[src/rtl/reg_file_pkg.sv]
// Shared constants, types and helpers for the 8 x 8-bit CPU register file.
// The optional write-to-read bypass is enabled by defining REG_FILE_BYPASS_EN.
package reg_file_pkg;

    localparam int unsigned REG_W    = 8;
    localparam int unsigned REG_AW   = 3;
    localparam int unsigned NUM_REGS = 8;
    localparam int unsigned CNT_W    = 8;

    // Nominal timing (ns). Zero-delay RTL meets these as upper bounds.
    localparam int unsigned RD_DELAY = 2;
    localparam int unsigned WR_DELAY = 1;

    typedef logic [REG_W-1:0]  reg_data_t;
    typedef logic [REG_AW-1:0] reg_addr_t;
    typedef logic [CNT_W-1:0]  wr_count_t;

    function automatic logic [NUM_REGS-1:0] addr_to_onehot(input reg_addr_t addr);
        logic [NUM_REGS-1:0] onehot;
        onehot       = '0;
        onehot[addr] = 1'b1;
        return onehot;
    endfunction

endpackage

[src/rtl/reg_file_if.sv]
// Write/read bus of the register file. master = CPU datapath side, slave = register file.
interface reg_file_if;
    import reg_file_pkg::*;

    logic      WRITE;
    reg_data_t IN;
    reg_addr_t INADDRESS;
    reg_addr_t OUT1ADDRESS;
    reg_addr_t OUT2ADDRESS;
    reg_data_t OUT1;
    reg_data_t OUT2;
    logic      RD_UNINIT;
    wr_count_t WR_COUNT;

    modport master (
        output WRITE, IN, INADDRESS, OUT1ADDRESS, OUT2ADDRESS,
        input  OUT1, OUT2, RD_UNINIT, WR_COUNT
    );

    modport slave (
        input  WRITE, IN, INADDRESS, OUT1ADDRESS, OUT2ADDRESS,
        output OUT1, OUT2, RD_UNINIT, WR_COUNT
    );

endinterface

[src/rtl/reg_file_reg8.sv]
// One 8-bit register with synchronous active-low clear, write enable and a
// "written since reset" valid bit.
module reg_file_reg8
    import reg_file_pkg::*;
(
    input  logic      clk_i,
    input  logic      rst_ni,
    input  logic      we_i,
    input  reg_data_t d_i,
    output reg_data_t q_o,
    output logic      valid_o
);

    reg_data_t data_d, data_q;
    logic      valid_d, valid_q;

    always_comb begin
        data_d  = data_q;
        valid_d = valid_q;
        if (we_i) begin
            data_d  = d_i;
            valid_d = 1'b1;
        end
    end

    // Clear has priority over a write on the same edge.
    always_ff @(posedge clk_i) begin
        if (!rst_ni) begin
            data_q  <= '0;
            valid_q <= 1'b0;
        end else begin
            data_q  <= data_d;
            valid_q <= valid_d;
        end
    end

    always_comb begin
        q_o     = data_q;
        valid_o = valid_q;
    end

endmodule

[src/rtl/reg_file.sv]
// 8 x 8-bit register file: two combinational read ports, one clocked write port,
// uninitialised-read flag and write counter. Define REG_FILE_BYPASS_EN for write-to-read bypass.
module reg_file
    import reg_file_pkg::*;
(
    input logic        CLK,
    input logic        RESET_N,
    reg_file_if.slave  bus
);

    logic [NUM_REGS-1:0] we;
    logic [NUM_REGS-1:0] valid;
    reg_data_t           regs [NUM_REGS];
    wr_count_t           wr_count_d, wr_count_q;
    reg_data_t           out1, out2;
    logic                valid1, valid2;

    always_comb begin
        we = '0;
        if (bus.WRITE) begin
            we = addr_to_onehot(bus.INADDRESS);
        end
    end

    for (genvar i = 0; i < NUM_REGS; i++) begin : g_regs
        reg_file_reg8 u_reg (
            .clk_i   (CLK),
            .rst_ni  (RESET_N),
            .we_i    (we[i]),
            .d_i     (bus.IN),
            .q_o     (regs[i]),
            .valid_o (valid[i])
        );
    end

    always_comb begin
        out1   = regs[bus.OUT1ADDRESS];
        out2   = regs[bus.OUT2ADDRESS];
        valid1 = valid[bus.OUT1ADDRESS];
        valid2 = valid[bus.OUT2ADDRESS];
`ifdef REG_FILE_BYPASS_EN
        // Forward the pending write so the ALU sees it in the same cycle.
        if (bus.WRITE && RESET_N && (bus.OUT1ADDRESS == bus.INADDRESS)) begin
            out1   = bus.IN;
            valid1 = 1'b1;
        end
        if (bus.WRITE && RESET_N && (bus.OUT2ADDRESS == bus.INADDRESS)) begin
            out2   = bus.IN;
            valid2 = 1'b1;
        end
`endif
    end

    always_comb begin
        wr_count_d = wr_count_q;
        if (bus.WRITE) begin
            wr_count_d = wr_count_q + wr_count_t'(1);
        end
    end

    always_ff @(posedge CLK) begin
        if (!RESET_N) begin
            wr_count_q <= '0;
        end else begin
            wr_count_q <= wr_count_d;
        end
    end

    always_comb begin
        bus.OUT1      = out1;
        bus.OUT2      = out2;
        bus.RD_UNINIT = ~valid1 | ~valid2;
        bus.WR_COUNT  = wr_count_q;
    end

endmodule
[src/flat_wrapper.sv]
// flat-port wrapper written by rule: the top's interface ports become plain ports
module reg_file_flat import reg_file_pkg::*;
  (CLK, RESET_N, bus_WRITE, bus_IN, bus_INADDRESS, bus_OUT1ADDRESS, bus_OUT2ADDRESS, bus_OUT1, bus_OUT2, bus_RD_UNINIT, bus_WR_COUNT);
  reg_file_if bus_i ();
  input logic CLK;
  input logic RESET_N;
  input wire logic [$bits(bus_i.WRITE)-1:0] bus_WRITE;
  input wire logic [$bits(bus_i.IN)-1:0] bus_IN;
  input wire logic [$bits(bus_i.INADDRESS)-1:0] bus_INADDRESS;
  input wire logic [$bits(bus_i.OUT1ADDRESS)-1:0] bus_OUT1ADDRESS;
  input wire logic [$bits(bus_i.OUT2ADDRESS)-1:0] bus_OUT2ADDRESS;
  output wire logic [$bits(bus_i.OUT1)-1:0] bus_OUT1;
  output wire logic [$bits(bus_i.OUT2)-1:0] bus_OUT2;
  output wire logic [$bits(bus_i.RD_UNINIT)-1:0] bus_RD_UNINIT;
  output wire logic [$bits(bus_i.WR_COUNT)-1:0] bus_WR_COUNT;
  assign bus_i.WRITE = bus_WRITE;
  assign bus_i.IN = bus_IN;
  assign bus_i.INADDRESS = bus_INADDRESS;
  assign bus_i.OUT1ADDRESS = bus_OUT1ADDRESS;
  assign bus_i.OUT2ADDRESS = bus_OUT2ADDRESS;
  assign bus_OUT1 = bus_i.OUT1;
  assign bus_OUT2 = bus_i.OUT2;
  assign bus_RD_UNINIT = bus_i.RD_UNINIT;
  assign bus_WR_COUNT = bus_i.WR_COUNT;
  reg_file u_core (.CLK(CLK), .RESET_N(RESET_N), .bus(bus_i));
endmodule
[config.mk]
export PLATFORM = sky130hd
export DESIGN_NAME = reg_file_flat
export DESIGN_NICKNAME = d
export VERILOG_FILES = /design/src/rtl/reg_file_pkg.sv /design/src/rtl/reg_file_if.sv /design/src/rtl/reg_file_reg8.sv /design/src/rtl/reg_file.sv /design/src/flat_wrapper.sv
export SDC_FILE = /design/constraint.sdc
export NUM_CORES = 1
export LEC_CHECK = 0
export BUFFER_PORTS_ARGS = -buffer_cell sky130_fd_sc_hd__clkbuf_2
export CAP_MARGIN = 20
export CORE_ASPECT_RATIO = 1.25
export CORE_UTILIZATION = 37
export DETAILED_ROUTE_END_ITERATION = 12
export SETUP_SLACK_MARGIN = 0.1
export SLEW_MARGIN = 20
export SYNTH_ARGS = -nofsm -noshare
export SYNTH_HDL_FRONTEND = slang
export SYNTH_SLANG_ARGS = --single-unit
[constraint.sdc]
create_clock -name CLK -period 2.1 [get_ports CLK]
set_input_delay 0.315 -clock CLK [delete_from_list [all_inputs] [get_ports CLK]]
set_output_delay 0.315 -clock CLK [all_outputs]
set_load 0.02 [all_outputs]
==> Word level (Yosys, flattened, before mapping) <==
Cells that the tools add are included.
{ "word_totals": {"ff_bits": 80, "wordCells": 43} }
{ "op_classes": {"n_mux": 13, "bitwise": 5, "addsub": 1, "n_reduce_logical": 1, "order_cmp": 6} }
{ "op_table": {"columns": ["operator", "n"], "rows": [
  ["binary-select mux 8 bit (select 3 bit)", 2],
  ["2-to-1 mux 8 bit", 5],
  ["less-than comparator 3 x 4 -> 1 bit, second input constant", 3],
  ["adder 8 x 1 -> 8 bit, second input constant", 1],
  ["greater-or-equal comparator 4 bit, second input constant", 2],
  ["inverter 3 -> 4 bit", 2],
  ["binary-select mux 1 bit (select 3 bit)", 2],
  ["demux 1 bit (select 3 bit)", 1],
  ["greater-or-equal comparator 3 x 1 -> 1 bit, second input constant", 1],
  ["2-to-1 mux 1 bit", 3],
  ["inverter 1 bit", 2],
  ["logical AND 1 bit", 1],
  ["bitwise OR 1 bit", 1]
]} }

==> Logic depth before layout (Yosys ltp) <==
Gate-level depths: netlist of run 1.
{ "depth": {"ltp_word": 5, "mapped_depth": 6, "ltp_nobuf": 4} }

==> Hierarchy <==
A second synthesis of run 1 with hierarchy kept.
{ "unflattened": {"hier_cells": 331, "hier_area_um2": 4244.1} }
{ "by_module_without_submodules": {"columns": ["mod", "cells_per_inst", "n_inst", "seq_area_each_um2", "area_each_um2"], "rows": [
  ["reg_file_reg8", 27, 8, 180.2, 329.1],
  ["reg_file", 115, 1, 160.2, 1611.5]
]} }

==> Least setup slack after synthesis of run 1 <==
Ideal clock, no wire load.
{ "synth_timing": {"kind": "input -> output", "from": "input bus_OUT1ADDRESS[0]", "to": "output bus_OUT1[0]", "path_slack_ns": 0.364, "t_arrival_ns": 1.421, "required_ns": 1.785, "stages": 4, "path_buffers": 2, "path_cell_list": "buf_6 buf_12 mux4_1 mux2_2"} }
{ "synth_via": {"elab_chain_cells": 4} }
{ "synth_lines": {"columns": ["item", "line_no", "source"], "rows": [
  ["from (decl)", "flat_wrapper.sv:10", "input wire logic [$bits(bus_i.OUT1ADDRESS)-1:0] bus_OUT1ADDRESS;"],
  ["inverter 3 -> 4 bit (not written as such)", "reg_file.sv:37", "out1 = regs[bus.OUT1ADDRESS];"],
  ["binary-select mux 8 bit (select 3 bit)", "reg_file.sv:37", null],
  ["2-to-1 mux 8 bit (not written as such) (2 in a row)", "reg_file.sv:37", null],
  ["to (decl)", "flat_wrapper.sv:12", "output wire logic [$bits(bus_i.OUT1)-1:0] bus_OUT1;"]
]} }
Every way passes these cells. The select of a mux whose other input is x is not followed.

==> Worst setup path after layout of run 1 <==
{ "layout_timing": {"from": "input bus_OUT2ADDRESS[0]", "to": "output bus_OUT2[4]"} }
{ "layout_via": {"elab_chain_cells": 4} }
{ "layout_lines": {"columns": ["item", "line_no", "source"], "rows": [
  ["from (decl)", "flat_wrapper.sv:11", "input wire logic [$bits(bus_i.OUT2ADDRESS)-1:0] bus_OUT2ADDRESS;"],
  ["inverter 3 -> 4 bit (not written as such)", "reg_file.sv:38", "out2 = regs[bus.OUT2ADDRESS];"],
  ["binary-select mux 8 bit (select 3 bit)", "reg_file.sv:38", null],
  ["2-to-1 mux 8 bit (not written as such) (2 in a row)", "reg_file.sv:38", null],
  ["to (decl)", "flat_wrapper.sv:13", "output wire logic [$bits(bus_i.OUT2)-1:0] bus_OUT2;"]
]} }
Every way passes these cells. The select of a mux whose other input is x is not followed.

==> results of run 1 <==
==> what timing repair did <==
item / 4_1_cts / 5_1_grt
pin swaps: 0 / 0
gates resized for setup: 2 / 3
buffers inserted: 0 / 0
setup endpoints to repair: 7 / 6
hold endpoints to repair: 0 / 0
==> state kept, by name, summed over array words and instances (netlist names) <==
signal                       flops
u_core.g_regs.u_reg.valid_o      8
u_core.bus.WR_COUNT              8
u_core.g_regs.u_reg.q_o         64
==> kinds of logic (layout without fill, tap and decap cells) <==
group | Yosys count | in the layout | synth area share (%)
flip-flops | 80 | 80 | 38.76
XOR/XNOR | 4 | 4 | 0.8481
multiplexers | 79 | 79 | 33.40
adder cells (fa/ha/maj) | 1 | 1 | 0.3028
buffers and inverters | 40 | 75 | 5.269
AO/OA/AOI/OAI | 46 | 46 | 5.572
AND/OR/NAND/NOR | 149 | 149 | 15.84
==> power by group through the flow <==
| stage | Combinational [uW] | Clock (uW) | Sequential, uW |
|---|---|---|---|
| global placement | 324 | 0 | 1610 |
| CTS | 332 | 1860 | 1580 |
| finish | 330 | 1840 | 1580 |
| floorplan | 236 | 0 | 1610 |
| detailed placement | 328 | 0 | 1610 |
| global route | 355 | 1930 | 1590 |
==> how the worst max path moves through the flow <==
stage,end,slack [ns],depth (start not counted)
finish,bus_OUT2[4],0.14,5
global route,bus_OUT1[6],0.09,3
CTS,bus_OUT1[6],0.10,5
detailed placement,bus_OUT1[6],0.009,5
global placement,bus_OUT1[5],0.06,5
floorplan,bus_OUT1[0],0.36,4
==> metrics by stage <==
stage          power [uW]  hold WS (ns)
6_report             3750        0.3092
4_1_cts              3772        0.3006
3_3_place_gp         1936        0.4494
2_1_floorplan        1845        0.4397
3_5_place_dp         1943        0.4557
5_1_grt              3872        0.3250
==> per-layer routing <==
| layer | share of wire [%] | up-vias | track usage [%] |
|---|---|---|---|
| li1 | - | 1500 | - |
| met1 | 44 | 1581 | 24.17 |
| met2 | 50 | 74 | 32.61 |
| met3 | 4.2 | 16 | 3.295 |
| met4 | 2.1 | 0 | 7.169 |
| met5 | 0 | - | 0 |
==> final cells by class <==
type / instances / area share [%]
flip-flops and latches: 80 / 33.08
repair buffers: 58 / 7.935
clock inverters: 5 / 2.119
clock buffers: 11 / 5.221
inverters: 1 / 0.07754
well taps: 132 / 3.412
multi-input cells: 279 / 48.15
==> synth_stat cells (all sizes together) <==
library cell  number
and4               1
nor4b              1
a21oi             43
nor4bb             3
dfxtp             80
buf               16
or3                3
ha                 1
o21ai              3
mux2i             25
xnor2              1
nand3              2
xor2               3
nand4              4
inv                1
or4b               1
nand4b             3
clkbuf            23
nand2             83
nor2              45
and4b              3
mux2              18
mux4              36
==> worst register-to-register path, stage by stage (launching register included) <==
cell,delay [ns]
dfxtp_1,0.40
ha_1,0.21
nand3_1,0.10
or3_1,0.36
a21oi_1,0.15
==> impl_metrics.ini, run 1 <==
[die]
die_area_um2 = 11600
io_pins = 45
row_count = 42
start_util_pct = 38.54
die_y_um = 120.1
fp.dieW_um = 96.52
coreArea_um2 = 10720

[logic_synthesis]
syn_nets = 420
ys_warn_count = 0
syn_area_um2 = 4131
synthCells = 399
ys_ff_latch = 80
yosys-top-cells-area = dfxtp_1, mux4_1, nand2_1
ys_seq_area_share_pct = 38.76
synth_top_area_cell = dfxtp_1
synth.distinct_cells = 27
yosysTopAreaCellShare_pct = 38.76
synth.avg_cell_area_um2 = 10.35

[clock_tree]
root_buffer = clkbuf_16
cts_hold_buf = 0
cts.sinks = 80
cts.reportedPaths.clkPinSlew_ns = 0.06
clk_latency_ns = 0.33
cts_htree_levels = 3
cts_made_buffers = 9
max-clock-path-buffers = 2
cts_tree = done

[placed_design]
io_buffers = 44
hpwlAfterDp_um = 6892
pre_cts_slack_ns = 0.008627
dp_cells = 550
gp_congestion = 0.8222
placed_area_um2 = 4477

[detailed_routing]
dr.pass1.iters = 4
drtIter0Drc = 168
routed_wirelength_um = 10450
wl_per_cell_um = 18.47
viasPerCell = 5.602
ant_nets = 0
vias = 3171
drcViolationCount = 0

[setup_path]
worstSetupStartpointType = primary input
cp-startpoint = bus_OUT2ADDRESS[0]
r2r-end = u_core.bus.WR_COUNT[6]$_SDFFE_PN0P_
critical-path-max-stage-delay_ns = 0.60
cp_common_cell = clkbuf_2
path_buf_inv = 3
r2r_slack_ns = 0.82
slowest_stage = mux4_1
path_cells = clkbuf_2 > buf_12 > mux4_1 > mux2_2 > clkbuf_2
critPathMaxFanout = 17
cp_top_family = multiplexers
crit_required_ns = 1.78
path_class = primary input to output port
ff2ff_path_depth = 4
r2r-start = u_core.bus.WR_COUNT[0]$_SDFFE_PN0P_
crit_arrival_ns = 1.64
crit_path_end_kind = output port

[hold_path]
min_to = u_core.g_regs[3].u_reg.q_o[1]$_SDFFE_PN0P_
hold_depth = 3
hp-start = bus_IN[1]
min_path_type = primary input to flip-flop

[sta]
hold_violations = 0
drv_slew = 0
setup_tns_ns = 0
skew_ns = 0.002364
max_freq_mhz = 511.3
setup_slack_ns = 0.1443
min_period_ns = 1.956
rsz0062_at_grt = true
worst_slew_pin_slew_ns = 0.6165
setup_viol = 0
period_share_pct = 93.13
slew_headroom_pct = 58.87

[run_status]
outcome = finished, final reports clean

[grt]
grt_pass1_wl_um = 16280
first_global_vias = 3052
antenna_found_initial = 0
grt_max_degree = 81
grtUsageTotal_pct = 19.29
gr-total-overflow = 0

[pwr]
pwr-share-comb_pct = 8.8
switchingPower_uw = 827.0
power.share.clock_pct = 49.0
seqPwrFrac_pct = 42.2
power_density_nw_per_um2 = 774.6
irDropWorstVdd_v = 0.0004615
p_leak_uw = 0.001949
internal-power_uw = 2923
netSwitchingFraction_pct = 22.06

[layout]
final-instance-count-excl-fill = 566
fin_util_pct = 45.16
register_area_um2 = 1602
final_cell_mix = nand2_1, dfxtp_1, nor2_1, a21oi_1, clkbuf_2
drive_above_1_share_pct = 23.50
syn2layout_area_growth_pct = 17.17
stdcell_area_um2 = 4841
multi_input_area_um2 = 2331
fillCellCount = 1011
num_antenna_cells = 0
final_net_count = 450
mostFrequentLayoutCell = nand2_1

[flow_run]
cap_violations = 0
Note: power is estimated with default switching activity, not from simulation.
==> run 2, diff against run 1 <==
--- a/config.mk
+++ b/config.mk
@@ -10,6 +10,7 @@
 export CORE_ASPECT_RATIO = 1.25
 export CORE_UTILIZATION = 37
 export DETAILED_ROUTE_END_ITERATION = 12
+export PLACE_DENSITY = 0.62
 export SETUP_SLACK_MARGIN = 0.1
 export SLEW_MARGIN = 20
 export SYNTH_ARGS = -nofsm -noshare
==> run 2 against run 1 <==
Design area shrank 0.62%. Sequential share of layout area is 0.21 points higher. Setup slack better by 0.010 ns. Highest routed layer unchanged. Combinational power increased by 4%. Sequential power barely moved. Die area unchanged. Global-route usage is 0.080 points higher. Critical path depth down 2. Routed wire length increased by 0.96%. Register-to-register slack worse by 0.02 ns. First-iteration DRC count grew 19%.
==> impl_metrics.ini, run 2 (synthesis gave the netlist of run 1 again) <==
[sta]
hold_violations = 0
skew_ns = 0.001404
worst_slew_pin_slew_ns = 0.5603
max_freq_mhz = 514.0
setup_tns_ns = 0
rsz0062_at_grt = false
setup_viol = 0
setup_slack_ns = 0.1546
slew_headroom_pct = 62.45
drv_slew = 0
period_share_pct = 92.64
min_period_ns = 1.945

[detailed_routing]
routed_wirelength_um = 10550
vias = 3192
ant_nets = 0
dr.pass1.iters = 5
viasPerCell = 5.640
drcViolationCount = 0
wl_per_cell_um = 18.64
drtIter0Drc = 200

[clock_tree]
cts_tree = done
root_buffer = clkbuf_16
max-clock-path-buffers = 2
cts_htree_levels = 3
post_cts_buffers = 0
cts.sinks = 80
cts_made_buffers = 9
cts.reportedPaths.clkPinSlew_ns = 0.06
clk_latency_ns = 0.33

[layout]
final-instance-count-excl-fill = 566
final_net_count = 450
fillCellCount = 1018
drive_above_1_share_pct = 23.73
mostFrequentLayoutCell = nand2_1
syn2layout_area_growth_pct = 16.44
num_antenna_cells = 0
final_cell_mix = nand2_1, dfxtp_1, nor2_1, a21oi_1, clkbuf_2
largest_reg_flops = 64

[setup_path]
path_buf_inv = 1
r2r_slack_ns = 0.80
critical-path-max-stage-delay_ns = 0.51
worstSetupStartpointType = flip-flop
path_class = flip-flop to output port
slowest_stage = mux4_1
crit_arrival_ns = 1.63
path_cells = mux4_1 > mux2_2 > clkbuf_2
crit_path_end_kind = output port
cp-startpoint = u_core.g_regs[1].u_reg.q_o[2]$_SDFFE_PN0P_
crit_required_ns = 1.78
ff2ff_path_depth = 4
r2r-start = u_core.bus.WR_COUNT[0]$_SDFFE_PN0P_
critPathMaxFanout = 3
r2r-end = u_core.bus.WR_COUNT[6]$_SDFFE_PN0P_
cp_top_family = multiplexers

[die]
start_util_pct = 38.54
io_pins = 45
die_y_um = 120.1
row_count = 42
fp.dieW_um = 96.52
coreArea_um2 = 10720
die_area_um2 = 11600

[pwr]
p_leak_uw = 0.001917
irDropWorstVdd_v = 0.0003775
power_density_nw_per_um2 = 717.0

[grt]
antenna_found_initial = 0
first_global_vias = 3067
gr-total-overflow = 0
grt_pass1_wl_um = 16530
grt_max_degree = 81
grtUsageTotal_pct = 19.37

[placed_design]
dp_cells = 549
gp_congestion = 0.7649
pre_cts_slack_ns = 0.1017
hpwlAfterDp_um = 6746
io_buffers = 44

[hold_path]
hp-start = bus_IN[2]
min_to = u_core.g_regs[3].u_reg.q_o[2]$_SDFFE_PN0P_
min_path_type = primary input to flip-flop
hold_depth = 3

[run_status]
outcome = finished, final reports clean

[flow_run]
cap_violations = 0
-- run 2: cell count changes in the layout (fill, tap and decap cells not counted), moves of 2 or more --
cell	before	now
clkbuf_2	42	40
mux4_2	5	7
bufinv_16	3	1
clkinv_2	1	3
mux4_1	31	29
-- run 2: layout make-up --
type	count	area, um2	share of cell area (%)
Tap cell	132	165.2	3.433
Timing Repair Buffer	58	424.2	8.817
Clock inverter	6	60.06	1.248
Multi-Input combinational cell	279	2327	48.37
Clock buffer	10	229.0	4.759
Sequential cell	80	1602	33.29
Inverter	1	3.754	0.07802
-- run 2: timing repair --
action                     4_1_cts  5_1_grt
gates resized for setup          8        3
setup endpoints to repair        1        1
cloned                           1        0
hold buffers                     0        0
-- run 2: metrics by stage --
stage | util (%) | total power [uW] | hold slack, ns | instance area (um2)
floorplan | - | 1845 | 0.4397 | 4131
global placement | 41.69 | 1933 | 0.4490 | 4469
detailed placement | 41.69 | 1943 | 0.4543 | 4469
CTS | 44.89 | 3466 | 0.2989 | 4812
global route | 44.88 | 3561 | 0.3234 | 4811
finish | 44.88 | 3449 | 0.3068 | 4811
-- run 2: worst register-to-register path, cell delays in order (launching register included) --
cell	delay (ns)
dfxtp_1	0.39
ha_1	0.21
nand3_1	0.10
or3_1	0.37
a21oi_1	0.16
-- run 2: worst max path at each step --
stage	to	depth (start not counted)
4_1_cts	bus_RD_UNINIT	4
3_3_place_gp	bus_OUT1[4]	5
6_report	bus_OUT1[2]	3
2_1_floorplan	bus_OUT1[0]	4
5_1_grt	bus_RD_UNINIT	4
3_5_place_dp	bus_OUT1[2]	5
-- run 2: metal layers --
layer  track usage [%]  vias up  share of wire (%)
met5                 0        -                  0
met4             5.882        0                1.6
met3             3.676       12                5.5
met2             31.47       98                 50
met1             25.82     1585                 43
li1                  -     1497                  -
-- run 2: report_power, final --
group | switching (uW) | internal, uW
logic | 189 | 152
registers | 27.0 | 1550
clock network | 613 | 914
==> run 3, diff against run 2 <==
--- a/config.mk
+++ b/config.mk
@@ -10,9 +10,10 @@
 export CORE_ASPECT_RATIO = 1.25
 export CORE_UTILIZATION = 37
 export DETAILED_ROUTE_END_ITERATION = 12
-export PLACE_DENSITY = 0.62
+export PLACE_DENSITY = 0.61
 export SETUP_SLACK_MARGIN = 0.1
 export SLEW_MARGIN = 20
 export SYNTH_ARGS = -nofsm -noshare
 export SYNTH_HDL_FRONTEND = slang
+export SYNTH_HIERARCHICAL = 1
 export SYNTH_SLANG_ARGS = --single-unit
==> run 3 against run 2 <==
The flow now finishes with violations (DRC). Setup slack lost 0.028 ns. Clock skew grew 0.0020 ns. Flip-flop and latch count is the same. Register-to-register slack gained 0.04 ns. Global-route usage shrank 2.5 points. Critical path depth grew 2. Final cell count shrank 7.1%. Core utilization grew 0.14 points. Critical endpoint unchanged. Largest power group is now clock. Highest routed layer unchanged.
==> impl_metrics.ini, run 3 <==
[run_status]
outcome = finished, violations left
violations = DRC

[sta]
setup_tns_ns = 0
setup_slack_ns = 0.1268
drv_slew = 0
hold_violations = 0
rsz0062_at_grt = true
skew_ns = 0.003366
worst_slew_pin_slew_ns = 0.5581
min_period_ns = 1.973
period_share_pct = 93.96
slew_headroom_pct = 62.79
setup_viol = 0
max_freq_mhz = 506.8

[logic_synthesis]
ys_ff_latch = 80
ys_seq_area_share_pct = 37.74
synth.distinct_cells = 24
synth_top_family_by_area = multiplexers
synth-xor-area-share_pct = 0.8255
synthAdderAreaFrac_pct = 0.2948
yosysTopAreaCellShare_pct = 37.74
syn_area_um2 = 4244
yosys-top-cells-area = dfxtp_1, mux4_1, mux2i_1
async_flop_share_pct = 0
synthFlopType = dfxtp_1
synth.avg_cell_area_um2 = 12.82
synthCells = 331
yosysMostFrequentCell = dfxtp_1
synth_compound_area_share_pct = 2.123
synth_top_area_cell = dfxtp_1
synth_common_cells = dfxtp_1, mux2i_1, nor2b_1
ys_warn_count = 6
synth_edf_count = 0
synth-simple-area-share_pct = 12.65
syn_nets = 352
synthMuxAreaShare_pct = 41.95

[pwr]
irDropWorstVdd_v = 0.0004164
internal-power_uw = 3034
netSwitchingFraction_pct = 20.79
p_leak_uw = 0.001963
switchingPower_uw = 796.3
power.share.clock_pct = 49.8
seqPwrFrac_pct = 41.3
pwr-share-comb_pct = 8.9
power_density_nw_per_um2 = 764.0

[layout]
final_cell_mix = dfxtp_1, mux2i_1, nor2b_1, clkbuf_2, mux4_1
num_antenna_cells = 0
mostFrequentLayoutCell = dfxtp_1
fillCellCount = 1015
drive_above_1_share_pct = 26.85
stdcell_area_um2 = 5014
final_net_count = 407
syn2layout_area_growth_pct = 18.13
largest_reg_flops = 64

[detailed_routing]
ant_nets = 0
wl_per_cell_um = 17.73
viasPerCell = 5.255
vias = 2764
routed_wirelength_um = 9326
drtIter0Drc = 114
dr.pass1.iters = 8
drcViolationCount = 4

[setup_path]
crit_path_end_kind = output port
crit_arrival_ns = 1.66
path_class = primary input to output port
worstSetupStartpointType = primary input
r2r_slack_ns = 0.84
ff2ff_path_depth = 3
critPathMaxFanout = 7
crit_required_ns = 1.78
r2r-end = u_core/bus.WR_COUNT[7]$_SDFFE_PN0P_
r2r-start = u_core/bus.WR_COUNT[2]$_SDFFE_PN0P_

[clock_tree]
post_cts_buffers = 0
cts.reportedPaths.clkPinSlew_ns = 0.06
cts_htree_levels = 3
root_buffer = clkbuf_16
cts_made_buffers = 9
max-clock-path-buffers = 2
cts_hold_buf = 0
clk_latency_ns = 0.33
cts_resized = 2
cts_tree = done
cts.sinks = 80

[grt]
first_global_vias = 2722
antenna_found_initial = 0
grt_pass1_wl_um = 14900
grtUsageTotal_pct = 16.86
grt_max_degree = 44
gr-total-overflow = 0

[die]
row_count = 43
die_y_um = 121.7
io_pins = 45
start_util_pct = 38.11
die_area_um2 = 11910
coreArea_um2 = 11140
fp.dieW_um = 97.80

[placed_design]
gp_congestion = 0.7661
pre_cts_slack_ns = 0.06702
placed_area_um2 = 4639
io_buffers = 44
hpwlAfterDp_um = 6198

[hold_path]
hp-start = bus_WRITE
min_to = u_core/bus.WR_COUNT[1]$_SDFFE_PN0P_
hold_depth = 3
min_path_type = primary input to flip-flop

[flow_run]
cap_violations = 0
==> run 3: cell count changes after synthesis, moves of 20 or more <==
cell,delta
nand2_1,-78
nor2_1,-34
nor2b_1,+64
mux2i_1,+40
a21oi_1,-40
clkbuf_1,-20
==> run 3: per-layer routing <==
metal | routed length (um) | vias up | share of wire (%) | global-route usage (%)
met2 | 4632 | 60 | 50 | 28.46
met4 | 121 | 0 | 1.3 | 5.398
met3 | 323 | 13 | 3.5 | 3.442
met5 | 0 | - | 0 | 0
li1 | - | 1350 | - | -
met1 | 4248 | 1341 | 46 | 21.74
==> run 3: critical path: stages <==
cell and delay, ns:
clkbuf_4 0.19, buf_12 0.15, mux4_1 0.55, mux2_2 0.29, clkbuf_2 0.16
==> run 3: worst max path at each step <==
stage	from	endpoint	slack (ns)	depth (start not counted)
after floorplan	bus_OUT1ADDRESS[0]	bus_OUT1[0]	0.36	4
after global placement	bus_OUT1ADDRESS[0]	bus_OUT1[3]	0.08	5
after detailed placement	bus_OUT1ADDRESS[0]	bus_OUT1[3]	0.07	5
after CTS	u_core/g_regs[5].u_reg/valid_o$_SDFFE_PN0P_	bus_RD_UNINIT	0.10	4
after global routing	u_core/g_regs[7].u_reg/valid_o$_SDFFE_PN0P_	bus_RD_UNINIT	0.08	4
final	bus_OUT1ADDRESS[0]	bus_OUT1[2]	0.13	5
==> run 3: layout make-up <==
class                   instances  area [um2]  share of cell area (%)
well taps                     135       168.9                   3.369
inverters                       1       3.754                 0.07487
flip-flops and latches         80        1602                   31.94
repair buffers                 63       409.1                   8.161
clock inverters                 6       130.1                   2.595
clock buffers                  10       239.0                   4.767
multi-input cells             231        2461                   49.09
==> run 3: per-stage QoR <==
step	util, %	power (uW)	hold WS, ns	instances
3_5_place_dp	41.66	1957	0.4583	510
5_1_grt	45.02	3960	0.3896	526
3_3_place_gp	41.66	1949	0.4503	510
4_1_cts	45.02	3868	0.3624	526
6_report	45.02	3830	0.3624	526
2_1_floorplan	-	1835	0.4325	331
==> run 3: logic make-up after synthesis <==
group | Yosys count
XOR/XNOR | 4
buffers and inverters | 20
flip-flops | 80
AND/OR/NAND/NOR | 93
AO/OA/AOI/OAI | 14
multiplexers | 119
adder cells (fa/ha/maj) | 1
==> run 3: power by group through the flow <==
stage	registers, uW	clock network (uW)	logic, uW
final	1580	1910	343
after global routing	1580	2010	370
after CTS	1580	1940	346
after detailed placement	1610	0	345
after global placement	1610	0	338
after floorplan	1610	0	225
